### config.mk
export PLATFORM = sky130hd
export DESIGN_NAME = alu_ctrl_pipe
export DESIGN_NICKNAME = d
export VERILOG_FILES = /design/src/rtl/alu_ctrl_pipe.sv
export SDC_FILE = /design/constraint.sdc
export NUM_CORES = 1
export LEC_CHECK = 0
export ABC_CLOCK_PERIOD_IN_PS = 1800
export CAP_MARGIN = 20
export CORE_MARGIN = 3
export CORE_UTILIZATION = 40
export CTS_CLUSTER_SIZE = 40
export DETAILED_ROUTE_END_ITERATION = 8
export GPL_TIMING_DRIVEN = 1
export PLACE_DENSITY = 0.76
export SLEW_MARGIN = 20
export SYNTH_ARGS = -nofsm -noshare
export SYNTH_HDL_FRONTEND = slang
export SYNTH_SLANG_ARGS = --single-unit
### constraint.sdc
create_clock -name clk -period 1.8 [get_ports clk]
set_input_delay 0.18 -clock clk [delete_from_list [all_inputs] [get_ports clk]]
set_output_delay 0.18 -clock clk [all_outputs]
set_load 0.1 [all_outputs]
### src/rtl/alu_ctrl_pipe.sv
// ALU control decoder with a valid/ready output stage; RV32M ops take a fixed
// multi-cycle issue slot through a small IDLE/MD_BUSY controller.
module alu_ctrl_pipe #(
  parameter int unsigned ALUOP_WIDTH = 3,
  parameter int unsigned OP_WIDTH    = 7,
  parameter int unsigned F3_WIDTH    = 3,
  parameter int unsigned F7_WIDTH    = 7,
  parameter int unsigned CTRL_WIDTH  = 4,
  parameter int unsigned M_EXT       = 1,
  parameter int unsigned MD_LATENCY  = 4
) (
  input  logic                   clk,
  input  logic                   rst_n,
  input  logic                   in_valid,
  output logic                   in_ready,
  input  logic [ALUOP_WIDTH-1:0] alu_op,
  input  logic [OP_WIDTH-1:0]    op,
  input  logic [F3_WIDTH-1:0]    funct3,
  input  logic [F7_WIDTH-1:0]    funct7,
  output logic                   out_valid,
  input  logic                   out_ready,
  output logic [CTRL_WIDTH-1:0]  alu_ctrl,
  output logic                   md_op,
  output logic                   illegal,
  output logic                   md_busy
);

  localparam int unsigned CNT_W = $clog2(MD_LATENCY);
  localparam logic [CNT_W-1:0] CNT_LOAD = CNT_W'(MD_LATENCY - 2);

  localparam logic [3:0] C_ADD   = 4'd0;
  localparam logic [3:0] C_SUB   = 4'd1;
  localparam logic [3:0] C_SLL   = 4'd2;
  localparam logic [3:0] C_SLT   = 4'd3;
  localparam logic [3:0] C_SLTU  = 4'd4;
  localparam logic [3:0] C_XOR   = 4'd5;
  localparam logic [3:0] C_SRL   = 4'd6;
  localparam logic [3:0] C_SRA   = 4'd7;
  localparam logic [3:0] C_OR    = 4'd8;
  localparam logic [3:0] C_AND   = 4'd9;
  localparam logic [3:0] C_PASSB = 4'd10;

  typedef enum logic {IDLE = 1'b0, MD_BUSY = 1'b1} state_t;

  state_t               state_q, state_d;
  logic [CNT_W-1:0]     cnt_q, cnt_d;
  logic                 out_valid_q, out_valid_d;
  logic [CTRL_WIDTH-1:0] alu_ctrl_q, alu_ctrl_d;
  logic                 md_op_q, md_op_d;
  logic                 illegal_q, illegal_d;

  logic [3:0] dec_ctrl;
  logic       dec_md;
  logic       dec_ill;
  logic       accept;
  logic       unused_op;

  logic [2:0] f3;
  logic       is_m;
  logic       f7_zero;
  logic       f7_alt;

  assign f3        = funct3[2:0];
  assign is_m      = op[5] && (funct7 == F7_WIDTH'(7'b0000001));
  assign f7_zero   = (funct7 == '0);
  assign f7_alt    = (funct7 == F7_WIDTH'(7'b0100000));
  assign unused_op = ^op;

  // Instruction-class decode; funct7 only matters for the R/I ALU class.
  always_comb begin
    dec_ctrl = C_ADD;
    dec_md   = 1'b0;
    dec_ill  = 1'b0;
    case (alu_op)
      ALUOP_WIDTH'(0): begin
        if (is_m) begin
          if (M_EXT != 0) begin
            dec_md   = 1'b1;
            dec_ctrl = {1'b0, f3};
          end else begin
            dec_ill  = 1'b1;
          end
        end else if (f7_zero || (f7_alt && (f3 == 3'b000 || f3 == 3'b101))) begin
          case (f3)
            3'b000:  dec_ctrl = (op[5] && funct7[5]) ? C_SUB : C_ADD;
            3'b001:  dec_ctrl = C_SLL;
            3'b010:  dec_ctrl = C_SLT;
            3'b011:  dec_ctrl = C_SLTU;
            3'b100:  dec_ctrl = C_XOR;
            3'b101:  dec_ctrl = funct7[5] ? C_SRA : C_SRL;
            3'b110:  dec_ctrl = C_OR;
            default: dec_ctrl = C_AND;
          endcase
        end else begin
          dec_ill = 1'b1;
        end
      end
      ALUOP_WIDTH'(3): begin
        case (f3[2:1])
          2'b00:   dec_ctrl = C_SUB;
          2'b10:   dec_ctrl = C_SLT;
          2'b11:   dec_ctrl = C_SLTU;
          default: dec_ctrl = C_ADD;
        endcase
      end
      ALUOP_WIDTH'(5): dec_ctrl = C_PASSB;
      default:         dec_ctrl = C_ADD;
    endcase
  end

  assign in_ready = (state_q == IDLE) && (!out_valid_q || out_ready);
  assign accept   = in_valid && in_ready;

  always_ff @(posedge clk or negedge rst_n) begin
    if (!rst_n) state_q <= IDLE;
    else        state_q <= state_d;
  end

  always_comb begin
    state_d = state_q;
    case (state_q)
      IDLE:    if (accept && dec_md) state_d = MD_BUSY;
      MD_BUSY: if (cnt_q == '0)      state_d = IDLE;
      default: state_d = IDLE;
    endcase
  end

  // Result fields load on accept; M ops hold out_valid low until the countdown ends.
  always_comb begin
    cnt_d       = cnt_q;
    out_valid_d = out_valid_q;
    alu_ctrl_d  = alu_ctrl_q;
    md_op_d     = md_op_q;
    illegal_d   = illegal_q;
    case (state_q)
      IDLE: begin
        if (accept) begin
          alu_ctrl_d  = CTRL_WIDTH'(dec_ctrl);
          md_op_d     = dec_md;
          illegal_d   = dec_ill;
          out_valid_d = !dec_md;
          cnt_d       = dec_md ? CNT_LOAD : '0;
        end else if (out_ready) begin
          out_valid_d = 1'b0;
        end
      end
      MD_BUSY: begin
        if (cnt_q == '0) out_valid_d = 1'b1;
        else             cnt_d = cnt_q - CNT_W'(1);
      end
      default: out_valid_d = 1'b0;
    endcase
  end

  always_ff @(posedge clk or negedge rst_n) begin
    if (!rst_n) begin
      cnt_q       <= '0;
      out_valid_q <= 1'b0;
      alu_ctrl_q  <= '0;
      md_op_q     <= 1'b0;
      illegal_q   <= 1'b0;
    end else begin
      cnt_q       <= cnt_d;
      out_valid_q <= out_valid_d;
      alu_ctrl_q  <= alu_ctrl_d;
      md_op_q     <= md_op_d;
      illegal_q   <= illegal_d;
    end
  end

  assign out_valid = out_valid_q;
  assign alu_ctrl  = alu_ctrl_q;
  assign md_op     = md_op_q;
  assign illegal   = illegal_q;
  assign md_busy   = (state_q == MD_BUSY);

endmodule
# [Word-level counts from Yosys, hierarchy flattened]
# Cells that the tools add are included.
# Widths: inputs -> output; s select.
[classes] mul=0 n_reduce_logical=19 n_div=0 bitwise=1 add_sub_neg=1 shifts=0 n_mux=23 magnitude_cmp=0 n_eq_ne=16
[op_table] cell="$pmux 4 s7" count=1
[op_table] cell="$eq 3x3->1 const B" count=4
[op_table] cell="$mux 1" count=12
[op_table] cell="$pmux 4 s3" count=1
[op_table] cell="$eq 3x2->1 const B" count=3
[op_table] cell="$pmux 3 s3" count=1
[op_table] cell="$mux 4" count=2
[op_table] cell="$eq 7x1->1 const B" count=1
[op_table] cell="$eq 7x6->1 const B" count=1
[op_table] cell="$logic_not 7->1" count=1
[op_table] cell="$logic_and 1x1->1" count=6
[op_table] cell="$logic_not 3->1" count=2
[op_table] cell="$mux 2" count=3
[op_table] cell="$reduce_and 2->1" count=3
[op_table] cell="$eq 2x2->1 const B" count=2
[op_table] cell="$logic_not 2->1" count=2
[op_table] cell="$ne 2x2->1 const B" count=2
[op_table] cell="$pmux 1 s2" count=2
[op_table] cell="$pmux 2 s2" count=1
[op_table] cell="$eq 3x1->1 const B" count=1
[op_table] cell="$logic_or 1x1->1" count=3
[op_table] cell="$ne 3x3->1 const B" count=1
[op_table] cell="$logic_not 1->1" count=2
[op_table] cell="$ne 2x1->1 const B" count=1
[op_table] cell="2 further kinds" count=2
[word_totals] mem_bits_ro=0 mem_count=0 ff_bits=10 inputBits=24 word_cells=66 out_inout_bits=9 ram_bits=0 latchBits=0

# [Logic depth before layout (Yosys ltp)]
# Gate-level depths: netlist of the first run.
[logic_depth] word_depth=7 mapped_depth=6 ltp_nobuf=5

# [Worst setup path after synthesis of the first run]
# No wires, ideal clock.
[synth_path] path_type="register -> register" start="register state_q (netlist: md_busy)" end="register cnt_q[1]" synth_period_minus_slack_ns=3.176 path_stages_with_launch=5 setup_slack_ns=-1.376 setup_ns=0.064 arrival_ns=3.112 cell_sequence="dfrtp_1 > a21oi_1 > nand3_1 > a21oi_1 > a311o_2"
[synth_via] elab_chain_cells=5 elab_cells_between_ends=7 classes_between="2 x eq/ne; 1 x mux; 1 x bitwise; 3 x reduce/logical"
[synth_lines] element="from (decl)" line="45" text="state_t state_q, state_d;"
[synth_lines] element="from (signal assigned)" line="116" text="else state_q <= state_d;"
[synth_lines] element="$not 1->1 (no line)"
[synth_lines] element="$logic_and 1x1->1" line="111" text="assign in_ready = (state_q == IDLE) && (!out_valid_q || out_ready);"
[synth_lines] element="net in_ready" line="15" text="output logic in_ready,"
[synth_lines] element="$logic_and 1x1->1" line="112" text="assign accept = in_valid && in_ready;"
[synth_lines] element="$ne 2x2->1 (no line)"
[synth_lines] element="$reduce_and 2->1 (no line)"
[synth_lines] element="to (signal assigned)" line="163" text="cnt_q <= cnt_d;"
[synth_lines] element="to (decl)" line="46" text="logic [CNT_W-1:0] cnt_q, cnt_d;"
# The timed path passes the listed nets, and every way through them passes these cells.
# A chain may end at the register's enable or synchronous reset.

# [Final worst setup path of the first run]
[layout_path] start="input port funct7[2]" end="register cnt_q[1]"
[layout_via] elab_chain_cells=7
[layout_lines] element="from (decl)" line="19" text="input logic [F7_WIDTH-1:0] funct7,"
[layout_lines] element="$eq 7x1->1" line="64" text="assign is_m = op[5] && (funct7 == F7_WIDTH'(7'b0000001));"
[layout_lines] element="$logic_and 1x1->1" line="64"
[layout_lines] element="$mux 1" line="76" text="if (is_m) begin"
[layout_lines] element="$mux 1" line="74" text="case (alu_op)"
[layout_lines] element="$mux 2" line="142" text="cnt_d = dec_md ? CNT_LOAD : '0;"
[layout_lines] element="$mux 2" line="137" text="if (accept) begin"
[layout_lines] element="$pmux 2 s2" line="135" text="case (state_q)"
# Every way passes these cells. The select of a mux whose other input is x is not followed.

==> key figures, run 1 <==
Yosys
  • Avg Inst Size Synth: 8.532 um^2
  • Post-synth ARST share: 100.0%
  • Warnings from Yosys: 0
  • Number of flops mapped to enable cells by yosys: 0
  • Synth Register Bits: 10
  • Synth Flop Type: dfrtp_1
  • Post-synthesis cell area: just over 700 um^2
  • Syn Nets: ~110
  • Cells after synthesis: just over 80
  • Yosys cell types: 34
  • Post-synthesis sequential area ratio: 35.34%

STA
  • Post-Route Skew: around 0.001 ns
  • RSZ-0062 raised after global routing: false
  • Hold Vio Cnt, Final: 0
  • Slew margin rel.: ~70%
  • Tmin final: around 1.7 ns
  • Fin crit share: about 93%
  • TNS Setup: 0 ns
  • Setup violators final: 0
  • Final slew viol count: 0
  • Max frequency: roughly 600 MHz
  • Worst-margin pin slew: about 0.45 ns
  • Hold_ws: 0.2275 ns

Floorplanning
  • Rows: 14
  • Die height: between 40 and 50 um
  • Die area: 0.002311 mm^2
  • Starting density of the core: between 40 and 50%
  • Die Wd: 48.08 um
  • Core area: about 0.0016 mm^2
  • Ports: 33

CTS
  • Clock sink count: 10
  • Hold_buf cts: 0
  • CTS root buf: clkbuf_4
  • Post-CTS Setup Inserts: 0
  • CTS resizes: 0
  • Clock transition at the registers of the reported paths: around 0.07 ns
  • Worst-case clock buffer depth: 2
  • Skew-Pair Late Insertion Delay: ~0.26 ns
  • Cts bufs inserted: 3
  • H-tree depth: 1
  • CTS tree: yes

Critical path
  • CP Data Required Time: ~2.0 ns
  • Worst path slowest cell: or4_4
  • Crit path kind: primary input to flip-flop
  • R2R cell count: 4
  • Reg2Reg Setup Slack: roughly 0.33 ns
  • Critical path's top delay family: simple AND/OR/NAND/NOR gates
  • Crit. End Element: flip-flop
  • FF-to-FF Start: out_valid
  • CP Launch Type: primary input
  • Critical Path Max Stage Delay: approximately 0.54 ns
  • Crit-path max FO: 4
  • R2r endpoint: cnt_q[1]
  • Critical path buffer and inverter count: 1
  • Crit path DAT: roughly 1.9 ns
  • Crit path cell chain: clkdlybuf4s50_1 > or4_4 > nor4_4 > nand3_2 > a21oi_1 > a311o_2

Global route
  • Met1 Track Usage GR: 23.54%
  • Total GRT Usage: between 10% and 20%
  • Initial antenna violation count: 0
  • Vias in the first global route: ~680
  • Met3 usage: around 5.6%
  • Busiest layer in global routing: met2
  • First-pass GRT wire length: 2925 um
  • Met2 usage: 29.02%
  • GR Overflow Total: 0
  • Pin count of the biggest net entering global routing: 13

Final layout
  • Diodes inserted: 0
  • Layout area overhead: 58.48%
  • Share of layout cells above drive strength 1: between 20% and 30%
  • Final Core Density: roughly 71%
  • FILL cells: approximately 120
  • Sequential cell area: around 260 um^2
  • Multi-input logic area: ~440 um^2
  • Final Non-Filler Cells: ~140
  • Nets: 149

Routing
  • DRT iter0 DRCs: 16
  • # DRC: 0
  • Wire per inst: roughly 13 um
  • Routed WL: ~1800 um
  • Antenna viol nets, final: 0
  • Post-DR vias/cell: 5.446
  • TritonRoute pass-1 iters: 4
  • Vias: around 760

Outcome
  • Outcome: finished clean

Placed design
  • GPL Wtd Cong: around 0.80
  • HPWL reported at the end of detailed placement: ~1500 um
  • Port Buffers: 26
  • Placed Instances: about 140

Min path
  • HP Class: primary input to asynchronous set/reset pin

Power
  • Worst vdd ir: between 500 and 600 uV
  • Leak: about 0.5 nW
  • PD cells: a little under 700 mW/mm^2

Job
  • Max_cap viols: 0
## power by group
part / total (mW) / internal, mW / switching (mW)
logic: 0.315 / 0.130 / 0.185
registers: 0.264 / 0.247 / 0.0174
clock network: 0.202 / 0.123 / 0.0791
## worst max path at each step
| stage | startpoint | endpoint | cells after the start |
|---|---|---|---|
| detailed placement | funct7[2] | cnt_q[1] | 6 |
| floorplan | out_valid | cnt_q[1] | 4 |
| CTS | funct7[2] | cnt_q[1] | 6 |
| global placement | funct7[3] | alu_ctrl[1] | 5 |
| global route | funct7[3] | cnt_q[1] | 6 |
| finish | funct7[2] | cnt_q[1] | 6 |
## logic make-up after synthesis
logic type	Yosys count	share of synthesized area [%]
AO/OA/AOI/OAI	27	25.27
XOR/XNOR	1	1.237
adder cells (fa/ha/maj)	1	1.767
buffers and inverters	9	4.770
flip-flops	10	35.34
multiplexers	2	3.003
AND/OR/NAND/NOR	33	28.62
## layout by cell type, fill, tap and decap left out, drive strengths merged, types with 2 or more instances in the layout
| master | n |
|---|---|
| buf | 22 |
| clkdlybuf4s50 | 17 |
| dfrtp | 10 |
| nand2 | 8 |
| o21ai | 7 |
| inv | 6 |
| nor2b | 6 |
| a21oi | 6 |
| nand3b | 4 |
| nand3 | 4 |
| clkbuf | 4 |
| nor3 | 3 |
| nor2 | 2 |
| o22ai | 2 |
## synthesized netlist by cell type (2+ instances only)
cell type   n  area [um^2]
nor3_1      3        15.01
o22ai_1     2        12.51
nand2_1     8        30.03
clkbuf_1    3        11.26
nand3b_1    4        30.03
nor2_1      2        7.510
nor2b_1     6        37.54
inv_1       6        22.52
nand3_1     4        20.02
dfrtp_1    10        250.2
o21ai_0     7        35.03
a21oi_1     6        30.03
## cell type report
class | count | share of cell area (%)
Timing Repair Buffer | 39 | 30.99
Tap cell | 16 | 1.784
Inverter | 6 | 2.007
Multi-Input combinational cell | 64 | 39.24
Clock buffer | 4 | 3.233
Sequential cell | 10 | 22.74
## routing by layer
layer | vias up | wire [um]
met5 | - | 0
met4 | 0 | 13
met3 | 2 | 122
met2 | 23 | 823
met1 | 338 | 883
li1 | 394 | -
## registers in the layout, indices dropped and copies added, names as in the netlist
signal / flops
md_op: 1
illegal: 1
cnt_q: 2
md_busy: 1
alu_ctrl: 4
out_valid: 1
## stage by stage
stage / total power, mW / setup WS (ns) / instance area [um^2]
after floorplan: 0.4597 / 0.02097 / 729.5
after global placement: 0.5792 / -0.1402 / 1086
after detailed placement: 0.5838 / -0.1662 / 1086
after CTS: 0.7905 / 0.1137 / 1122
after global routing: 0.8271 / 0.03107 / 1122
final: 0.7813 / 0.1203 / 1122
No activity file was read; power rests on OpenSTA's default activity.
==> run 2, diff against run 1 <==
ABC_CLOCK_PERIOD_IN_PS = 2000   (was 1800)
CORE_UTILIZATION = 43   (was 40)
HOLD_SLACK_MARGIN = 0.06   (was not set)
PLACE_DENSITY = 0.81   (was 0.76)
clock period = 2 ns   (was 1.8 ns; I/O delays follow)
==> key figures, run 2 (synthesis gave the netlist of run 1 again) <==
Outcome
  • Outcome: finished clean

Final layout
  • Nets: 147 (-1.3%)
  • Max FFs per register: 4 (unchanged)
  • Layout area overhead: 55.30%
  • Share of layout cells above drive strength 1: 27.27% (-2.0 points)
  • Diodes inserted: 0 (unchanged)
  • Leading cell type in the layout, fill and taps excluded: buf_4
  • Leading cell types in the layout, fill and taps excluded: buf_4 (19), clkdlybuf4s50_1 (17), nand2_1 (8), dfrtp_1 (8), o21ai_0 (7)
  • Design area: 0.001100 mm^2 (-2.0%)

Power
  • Final Total Pwr: 701.0 uW (-10%)
  • Leak: 0.4910 nW (-1.9%)
  • Worst vdd ir: 611.3 uV (+15%)
  • PD cells: 637.4 mW/mm^2 (-8.4%)

STA
  • Fin crit share: 85.99%
  • TNS Setup: 0 ns (unchanged)
  • Max frequency: 581.5 MHz
  • Final slew viol count: 0 (unchanged)
  • Hold Vio Cnt, Final: 0 (unchanged)
  • Worst-margin pin slew: 0.4411 ns (-0.01035 ns)
  • Tmin final: approximately 1.7 ns
  • RSZ-0062 raised after global routing: false
  • Post-Route Skew: 0.008259 ns (+0.007244 ns)
  • Slew margin rel.: 70.50% (+0.69 points)
  • Setup violators final: 0 (unchanged)

Floorplanning
  • Starting density of the core: 46.47% (+1.5 points)
  • Die Wd: 46.58 um (-3.1%)
  • Die height: 46.58 um (-3.1%)
  • Core area: 0.001524 mm^2 (-3.3%)
  • Rows: 14 (unchanged)
  • Die area: 0.002170 mm^2 (-6.1%)
  • Ports: 33 (unchanged)

Routing
  • Antenna viol nets, final: 0 (unchanged)
  • Vias: 762 (+0.66%)
  • Routed WL: 1926 um (+4.5%)
  • Post-DR vias/cell: 5.562 (+2.1%)
  • # DRC: 0 (unchanged)
  • TritonRoute pass-1 iters: 4 (unchanged)
  • Wire per inst: 14.06 um (+6.0%)
  • DRT iter0 DRCs: 18 (+2)

Critical path
  • Reg2Reg Setup Slack: 0.52 ns (+0.19 ns)
  • Crit-path max FO: 4 (unchanged)
  • Crit path kind: primary input to flip-flop
  • R2r endpoint: cnt_q[1]
  • FF-to-FF Start: out_valid
  • CP Data Required Time: 2.20 ns (+0.19 ns)
  • Crit path DAT: 1.92 ns (+0.03 ns)
  • CP Launch Type: primary input
  • Crit. End Element: flip-flop
  • R2R cell count: 4 (unchanged)

Job
  • Max_cap viols: 0 (unchanged)

CTS
  • Clock sink count: 10 (unchanged)
  • CTS tree: yes
  • Skew-Pair Late Insertion Delay: 0.27 ns (about the same)
  • Hold_buf cts: 0 (unchanged)
  • Clock transition at the registers of the reported paths: 0.07 ns (about the same)
  • CTS root buf: clkbuf_4
  • Post-CTS Setup Inserts: 0 (unchanged)
  • H-tree depth: 1 (unchanged)
  • Worst-case clock buffer depth: 2 (unchanged)
  • Cts bufs inserted: 3 (unchanged)
  • CTS resizes: 0 (unchanged)

Global route
  • Vias in the first global route: 680 (-0.44%)
  • Pin count of the biggest net entering global routing: 13 (unchanged)
  • GR Overflow Total: 0 (unchanged)
  • Initial antenna violation count: 0 (unchanged)
  • First-pass GRT wire length: 2960 um (+1.2%)
  • Total GRT Usage: 19.27% (+1.1 points)

Placed design
  • GPL Wtd Cong: 0.7967 (+0.14%)
  • HPWL reported at the end of detailed placement: 1514 um (+2.1%)
  • Port Buffers: 26 (unchanged)
  • Dpl cell area: 0.001064 mm^2 (-2.1%)

Min path
  • HP Class: primary input to asynchronous set/reset pin
==> run 2: changes by cell type in the layout (fill, tap and decap cells not counted) <==
cell     delta
buf_4       -2
dfrtp_2     +1
dfrtp_4     -1
nand3_1     +1
nand3_2     -1
==> run 2: report_power, final <==
group | total, mW | switching, mW | internal (mW)
Sequential | 0.236 | 0.0154 | 0.221
Clock | 0.182 | 0.0718 | 0.111
Combinational | 0.283 | 0.169 | 0.114
Total | 0.701 | 0.256 | 0.445
==> run 2: stage by stage <==
| step | utilization [%] | instances | setup slack (ns) | hold slack, ns |
|---|---|---|---|---|
| after floorplan | - | 83 | 0.1606 | -0.09559 |
| after global placement | 69.79 | 133 | 0.04642 | 0.4608 |
| after detailed placement | 69.79 | 133 | 0.02044 | 0.4706 |
| after CTS | 72.17 | 137 | 0.2903 | 0.2384 |
| after global routing | 72.17 | 137 | 0.1894 | 0.2400 |
| final | 72.17 | 137 | 0.2803 | 0.2344 |
==> run 2: cell type report <==
| class | count | area (um^2) |
|---|---|---|
| multi-input cells | 64 | 435.4 |
| fillers | 124 | 424.2 |
| repair buffers | 37 | 332.8 |
| flip-flops and latches | 10 | 252.7 |
| clock buffers | 4 | 36.28 |
| inverters | 6 | 22.52 |
| well taps | 16 | 20.02 |
==> run 2: critical path, stage by stage <==
cell	delay, ns
clkdlybuf4s50_1	0.39
or4_4	0.56
nor4_4	0.33
nand3_1	0.15
a21oi_1	0.16
a311o_2	0.13
==> run 2: worst max-delay path by stage <==
stage                   start  endpoint  slack, ns
floorplan           out_valid  cnt_q[1]       0.16
global placement    funct7[3]  cnt_q[1]       0.05
detailed placement  funct7[3]  cnt_q[1]       0.02
CTS                 funct7[3]  cnt_q[1]       0.29
global route        funct7[3]  cnt_q[1]       0.19
finish              funct7[3]  cnt_q[1]       0.28
==> run 2: layer usage <==
layer,GRT usage (%),share of wire [%],vias to the layer above
met5,0,0,-
met4,1.705,0,0
met3,7.031,8.0,0
met2,29.67,49,31
met1,26.59,43,347
li1,-,-,384
